### src/rtl/rng_buffer.sv
// First-word-fall-through buffer between a random generator and its consumer, with drop counting.
// Optional repetition health test compiled in with `define RNG_HEALTH_REP_TEST_EN.
module rng_buffer #(
    parameter int DEPTH     = 8,
    parameter int REP_LIMIT = 4
) (
    input  logic                       clk,
    input  logic                       rst,
    input  logic [31:0]                in_data,
    input  logic                       in_valid,
    output logic [31:0]                out_data,
    output logic                       out_valid,
    input  logic                       out_ready,
    output logic [$clog2(DEPTH):0]     level,
    output logic [15:0]                drop_cnt,
    output logic                       health_fail
);
    localparam int AW = $clog2(DEPTH);
    localparam logic [AW:0] LVL_FULL = (AW + 1)'(DEPTH);

    if (DEPTH < 2 || DEPTH > 64 || (DEPTH & (DEPTH - 1)) != 0) begin : g_bad_depth
        $error("rng_buffer: DEPTH must be a power of two from 2 to 64");
    end
    if (REP_LIMIT < 2 || REP_LIMIT > 255) begin : g_bad_rep
        $error("rng_buffer: REP_LIMIT must be 2 to 255");
    end

    logic [31:0]   r_mem [DEPTH];
    logic [AW-1:0] r_wr_ptr;
    logic [AW-1:0] r_rd_ptr;
    logic [AW:0]   r_level;
    logic [15:0]   r_drop_cnt;

    logic w_full;
    logic w_pop;
    logic w_push;
    logic w_drop;
    logic w_blocked;

    assign w_full = (r_level == LVL_FULL);
    assign w_pop  = (r_level != '0) && out_ready;
    // A pop in the same cycle frees a slot, so a full FIFO still accepts the word.
    assign w_push = in_valid && (!w_full || w_pop) && !w_blocked;
    assign w_drop = in_valid && w_full && !w_pop && !w_blocked;

`ifdef RNG_HEALTH_REP_TEST_EN
    localparam logic [7:0] REP_MAX = 8'(REP_LIMIT);

    logic [7:0]  r_rep_cnt;
    logic [31:0] r_last_word;
    logic        r_health_fail;
    logic [7:0]  w_rep_next;
    logic        w_trip;

    // Next repetition count; a zero count marks "no previous word since reset".
    always_comb begin
        w_rep_next = r_rep_cnt;
        if (in_valid) begin
            if (r_rep_cnt != 8'd0 && in_data == r_last_word) begin
                if (r_rep_cnt >= REP_MAX) begin
                    w_rep_next = REP_MAX;
                end else begin
                    w_rep_next = r_rep_cnt + 8'd1;
                end
            end else begin
                w_rep_next = 8'd1;
            end
        end else begin
            w_rep_next = r_rep_cnt;
        end
    end

    assign w_trip    = in_valid && (w_rep_next == REP_MAX);
    assign w_blocked = r_health_fail || w_trip;

    // Repetition tracker and sticky failure flag.
    always_ff @(posedge clk) begin
        if (!rst) begin
            r_rep_cnt     <= 8'd0;
            r_last_word   <= 32'h0;
            r_health_fail <= 1'b0;
        end else begin
            r_rep_cnt <= w_rep_next;
            if (in_valid) begin
                r_last_word <= in_data;
            end
            if (w_trip) begin
                r_health_fail <= 1'b1;
            end
        end
    end

    assign health_fail = r_health_fail;
`else
    assign w_blocked   = 1'b0;
    assign health_fail = 1'b0;
`endif

    // Storage array; contents need no reset because the pointers and level gate visibility.
    always_ff @(posedge clk) begin
        if (rst && w_push) begin
            r_mem[r_wr_ptr] <= in_data;
        end
    end

    // Pointers, occupancy and drop counter.
    always_ff @(posedge clk) begin
        if (!rst) begin
            r_wr_ptr   <= '0;
            r_rd_ptr   <= '0;
            r_level    <= '0;
            r_drop_cnt <= 16'h0;
        end else begin
            if (w_push) begin
                r_wr_ptr <= r_wr_ptr + 1'b1;
            end
            if (w_pop) begin
                r_rd_ptr <= r_rd_ptr + 1'b1;
            end
            case ({w_push, w_pop})
                2'b10:   r_level <= r_level + 1'b1;
                2'b01:   r_level <= r_level - 1'b1;
                default: r_level <= r_level;
            endcase
            if (w_drop && r_drop_cnt != 16'hFFFF) begin
                r_drop_cnt <= r_drop_cnt + 16'd1;
            end
        end
    end

    assign out_valid = (r_level != '0);
    assign out_data  = out_valid ? r_mem[r_rd_ptr] : 32'h0;
    assign level     = r_level;
    assign drop_cnt  = r_drop_cnt;

endmodule

### config.mk
export PLATFORM = sky130hd
export DESIGN_NAME = rng_buffer
export DESIGN_NICKNAME = d
export VERILOG_FILES = /design/src/rtl/rng_buffer.sv
export SDC_FILE = /design/constraint.sdc
export NUM_CORES = 1
export LEC_CHECK = 0
export ABC_AREA = 1
export CORE_UTILIZATION = 25
export CTS_CLUSTER_SIZE = 10
export DETAILED_ROUTE_END_ITERATION = 10
export PLACE_DENSITY = 0.41
export SLEW_MARGIN = 15
export SYNTH_ARGS = -nofsm -noshare
export SYNTH_HDL_FRONTEND = slang
export SYNTH_SLANG_ARGS = --single-unit
### constraint.sdc
create_clock -name clk -period 4.9 [get_ports clk]
set_input_delay 0.735 -clock clk [delete_from_list [all_inputs] [get_ports clk]]
set_output_delay 0.735 -clock clk [all_outputs]
set_load 0.1 [all_outputs]
==> reports/qor.log <==
qor: status.result_of_the_run finished clean
qor: placed_design.place_inst 1,657
qor: global_routing.grt.total_usage 0.129
qor: setup_path.critical_path.endpoint_type output pin
qor: global_routing.grt_first_pass_wirelength 46,400 um
qor: job.max_cap_violations 0
qor: setup_path.timing.critical_path.from_type flip-flop
qor: power_and_ir_drop.pwr-share-comb 0.276
qor: global_routing.grt_pass1_vias 7,675
qor: clock_network.count_of_instances_resized_after_the_clock_tree_is_built 0
qor: final_layout.mostFrequentLayoutCells 281 x nor2_1, 256 x edfxtp_1, 156 x o21ai_0
qor: power_and_ir_drop.cellLeakagePower 4.68 nW
qor: timing.final.period_utilization 0.706
qor: placed_design.dp_hpwl 16,800 um
qor: setup_path.path_cells buf_4 -> o21ai_0 -> o21ai_0 -> o21ai_0 -> nor2_1 -> buf_4
qor: die.rows 78
qor: clock_network.clkLatencyLatePin 0.53 ns
qor: timing.final_critical_path_setup_slack 1.44 ns
qor: drt.avgViaCountPerCell 4.41
qor: die.die_h 218 um
qor: drt.drcViolationCount 0
qor: drt.dr_total_vias 7,543
qor: setup_path.cp.arrival 2.73 ns
qor: timing.worst_pin_slew 0.975 ns
qor: final_layout.mostFrequentLayoutCell nor2_1
qor: power_and_ir_drop.power.internal 4.54 mW
qor: final_layout.post_layout_instance_count_excluding_filler_cells 1,710
qor: power_and_ir_drop.post-layout-total-power 7.10 mW
qor: setup_path.crit_path_frequent_cell o21ai_0
qor: setup_path.worstSetupPathType flip-flop to output pin
qor: global_routing.antenna_violations_before_repair 1
qor: clock_network.clk_tree_root_cell clkbuf_16
qor: die.core_region_area 45,700 sq um
qor: min_path.worst_hold_path_type flip-flop to flip-flop
qor: timing.maxSlewViolCount 0
qor: power_and_ir_drop.power.ir.vdd_worst 0.342 mV
qor: power_and_ir_drop.seq_power_share 0.389
qor: global_routing.pin_count_of_the_biggest_net_entering_global_routing 129
qor: timing.post-route-min-period 3.46 ns
qor: yosys.synth_edf_count 256
qor: placed_design.detailed_place.area 13,200 sq um
qor: yosys.synth-seq-cells 285
qor: clock_network.clock_path_buffers 3
qor: clock_network.post_cts_repair_setup_buffers 0
qor: die.die_area 47,400 sq um
qor: placed_design.gp_congestion 0.752
qor: power_and_ir_drop.power.switching_fraction 0.360
qor: yosys.avgSynthCellArea 11.6 sq um
qor: setup_path.crit_fanout 64
qor: yosys.synth_nets 1,045
qor: final_layout.final_core_utilization 0.312
qor: yosys.postSynthCellCount 1,005
qor: die.die-width 218 um
qor: yosys.yosysSeqAreaShare 0.710
qor: final_layout.post_route_cells_drive_above_1_share 0.115
qor: placed_design.detailedPlace.worstSlack 1.19 ns
qor: clock_network.cts_buffers 36
qor: setup_path.cpPeakStageDelay 0.83 ns
qor: timing.slew_headroom 0.348
qor: final_layout.num_antenna_cells 0
qor: power_and_ir_drop.power-per-cell-area 499 nW/um^2
qor: timing.fin_skew 0.0180 ns
qor: clock_network.cts_htree_levels 2
qor: setup_path.reg2regPathDepth 7
qor: timing.max_clock_freq 0.289 GHz
qor: die.start_util 0.255
qor: yosys.async_reset_ff_frac 0
qor: power_and_ir_drop.power.net_switching 2.56 mW
qor: yosys.synth_ff_type edfxtp_1
qor: yosys.synth.yosys.warnings 0
qor: setup_path.crit_path_top_delay_cell dfxtp_4
qor: yosys.synth_cell_type_count 30
qor: timing.setup_viol 0
qor: clock_network.clkSinkCount 285
qor: clock_network.postCtsHoldBufs 0
qor: drt.detail_route.iter0.violations 489
qor: clock_network.cts.reportedPaths.clkPinSlew 0.05 ns
qor: die.ios 90
qor: drt.drt_first_pass_iters 4
qor: yosys.synth.cell_area 11,600 sq um
qor: drt.wire_length_after_detailed_routing 29,800 um
qor: timing.finalHoldViolCount 0
qor: final_layout.post-route-cell-area 14,200 sq um
qor: clock_network.tritoncts_clock_tree built
qor: power_and_ir_drop.clock_power_share 0.334
qor: timing.setup_repair_after_global_routing_missed_its_margin no
qor: timing.hold_slack 0.463 ns
qor: global_routing.globalRoute.totalOverflow 0
qor: final_layout.final_nets 1,135
qor: placed_design.port_buffers 88
qor: drt.ant_nets 0
qor: final_layout.signed_area_change_from_the_synthesized_netlist_to_the_final_layout 22.3%
qor: timing.tns 0 ns
qor: drt.wl_per_cell 17.4 um
qor: setup_path.cp.required 4.16 ns
qor: min_path.hold-path-cell-count 2
worst max-delay path, delay by kind of cell, from the launching register on:
kind / cells / cell delay, ns
buffers and inverters: 2 / 0.71
and+or+nand+nor: 1 / 0.28
AOI/OAI and AO/OA: 3 / 0.35
DFF: 1 / 0.83
path summary, 6_finish.rpt:
kind	end	startpoint	slack, ns
worst max-delay path	out_data[31]	flip-flop	1.44
worst min-delay path	flip-flop	r_rd_ptr[2]	0.46
worst max register to register	r_mem[3][8]	level[2]	2.29
worst min register to register	flip-flop	r_rd_ptr[2]	0.46
state kept, by name, summed over array words and instances, names as in the netlist, named ones only:
| signal | cells |
|---|---|
| drop_cnt | 16 |
| r_rd_ptr | 3 |
| r_mem | 256 |
| r_wr_ptr | 3 |
| level | 4 |
kinds of logic (layout without fill, tap and decap cells):
logic type,count (synthesis),count (layout),share of synthesized area
DFF,285,285,0.710
AOI/OAI and AO/OA,224,224,0.110
xor gates and xnor gates,12,12,0.00903
buffers and inverters,87,192,0.0324
and+or+nand+nor,392,392,0.133
adders and majority gates,4,4,0.00430
other,1,1,0.000322
cells in the mapped netlist (3+ instances only):
library cell / n / area share
nor2_1: 285 / 0.092
edfxtp_1: 256 / 0.66
o21ai_0: 156 / 0.067
nand2_1: 75 / 0.024
clkbuf_1: 37 / 0.012
o32ai_1: 32 / 0.024
dfxtp_1: 29 / 0.050
inv_1: 26 / 0.0084
a21oi_1: 14 / 0.0060
o21ai_1: 13 / 0.0056
nand3_1: 12 / 0.0052
buf_2: 10 / 0.0043
a21oi_2: 8 / 0.0060
xnor2_1: 7 / 0.0053
buf_4: 6 / 0.0039
nor3_1: 6 / 0.0026
nand4_1: 5 / 0.0027
xor2_1: 5 / 0.0038
ha_1: 4 / 0.0043
buf_1: 3 / 0.00097
nor2_4: 3 / 0.0029
power groups by stage:
stage | sequential, mW | combinational, mW | clock (mW)
global route | 2.77 | 2.11 | 2.54
detailed placement | 2.81 | 2.00 | 0
finish | 2.76 | 1.96 | 2.37
global placement | 2.81 | 2.00 | 0
CTS | 2.76 | 2.00 | 2.47
floorplan | 2.82 | 1.46 | 0
layer usage:
| layer | share of wire | track usage |
|---|---|---|
| met2 | 0.46 | 0.206 |
| met5 | 0.00030 | 0 |
| met3 | 0.046 | 0.0303 |
| met4 | 0.019 | 0.0357 |
| met1 | 0.47 | 0.173 |
final cells by class:
cell class	instances	area, sq um
Inverter	29	111
Multi-Input combinational cell	633	3040
Sequential cell	285	8280
Fill cell	4685	31400
Clock inverter	6	41.3
Tap cell	600	751
Clock buffer	47	995
Timing Repair Buffer	110	1020
No activity file was read; power rests on OpenSTA's default activity.
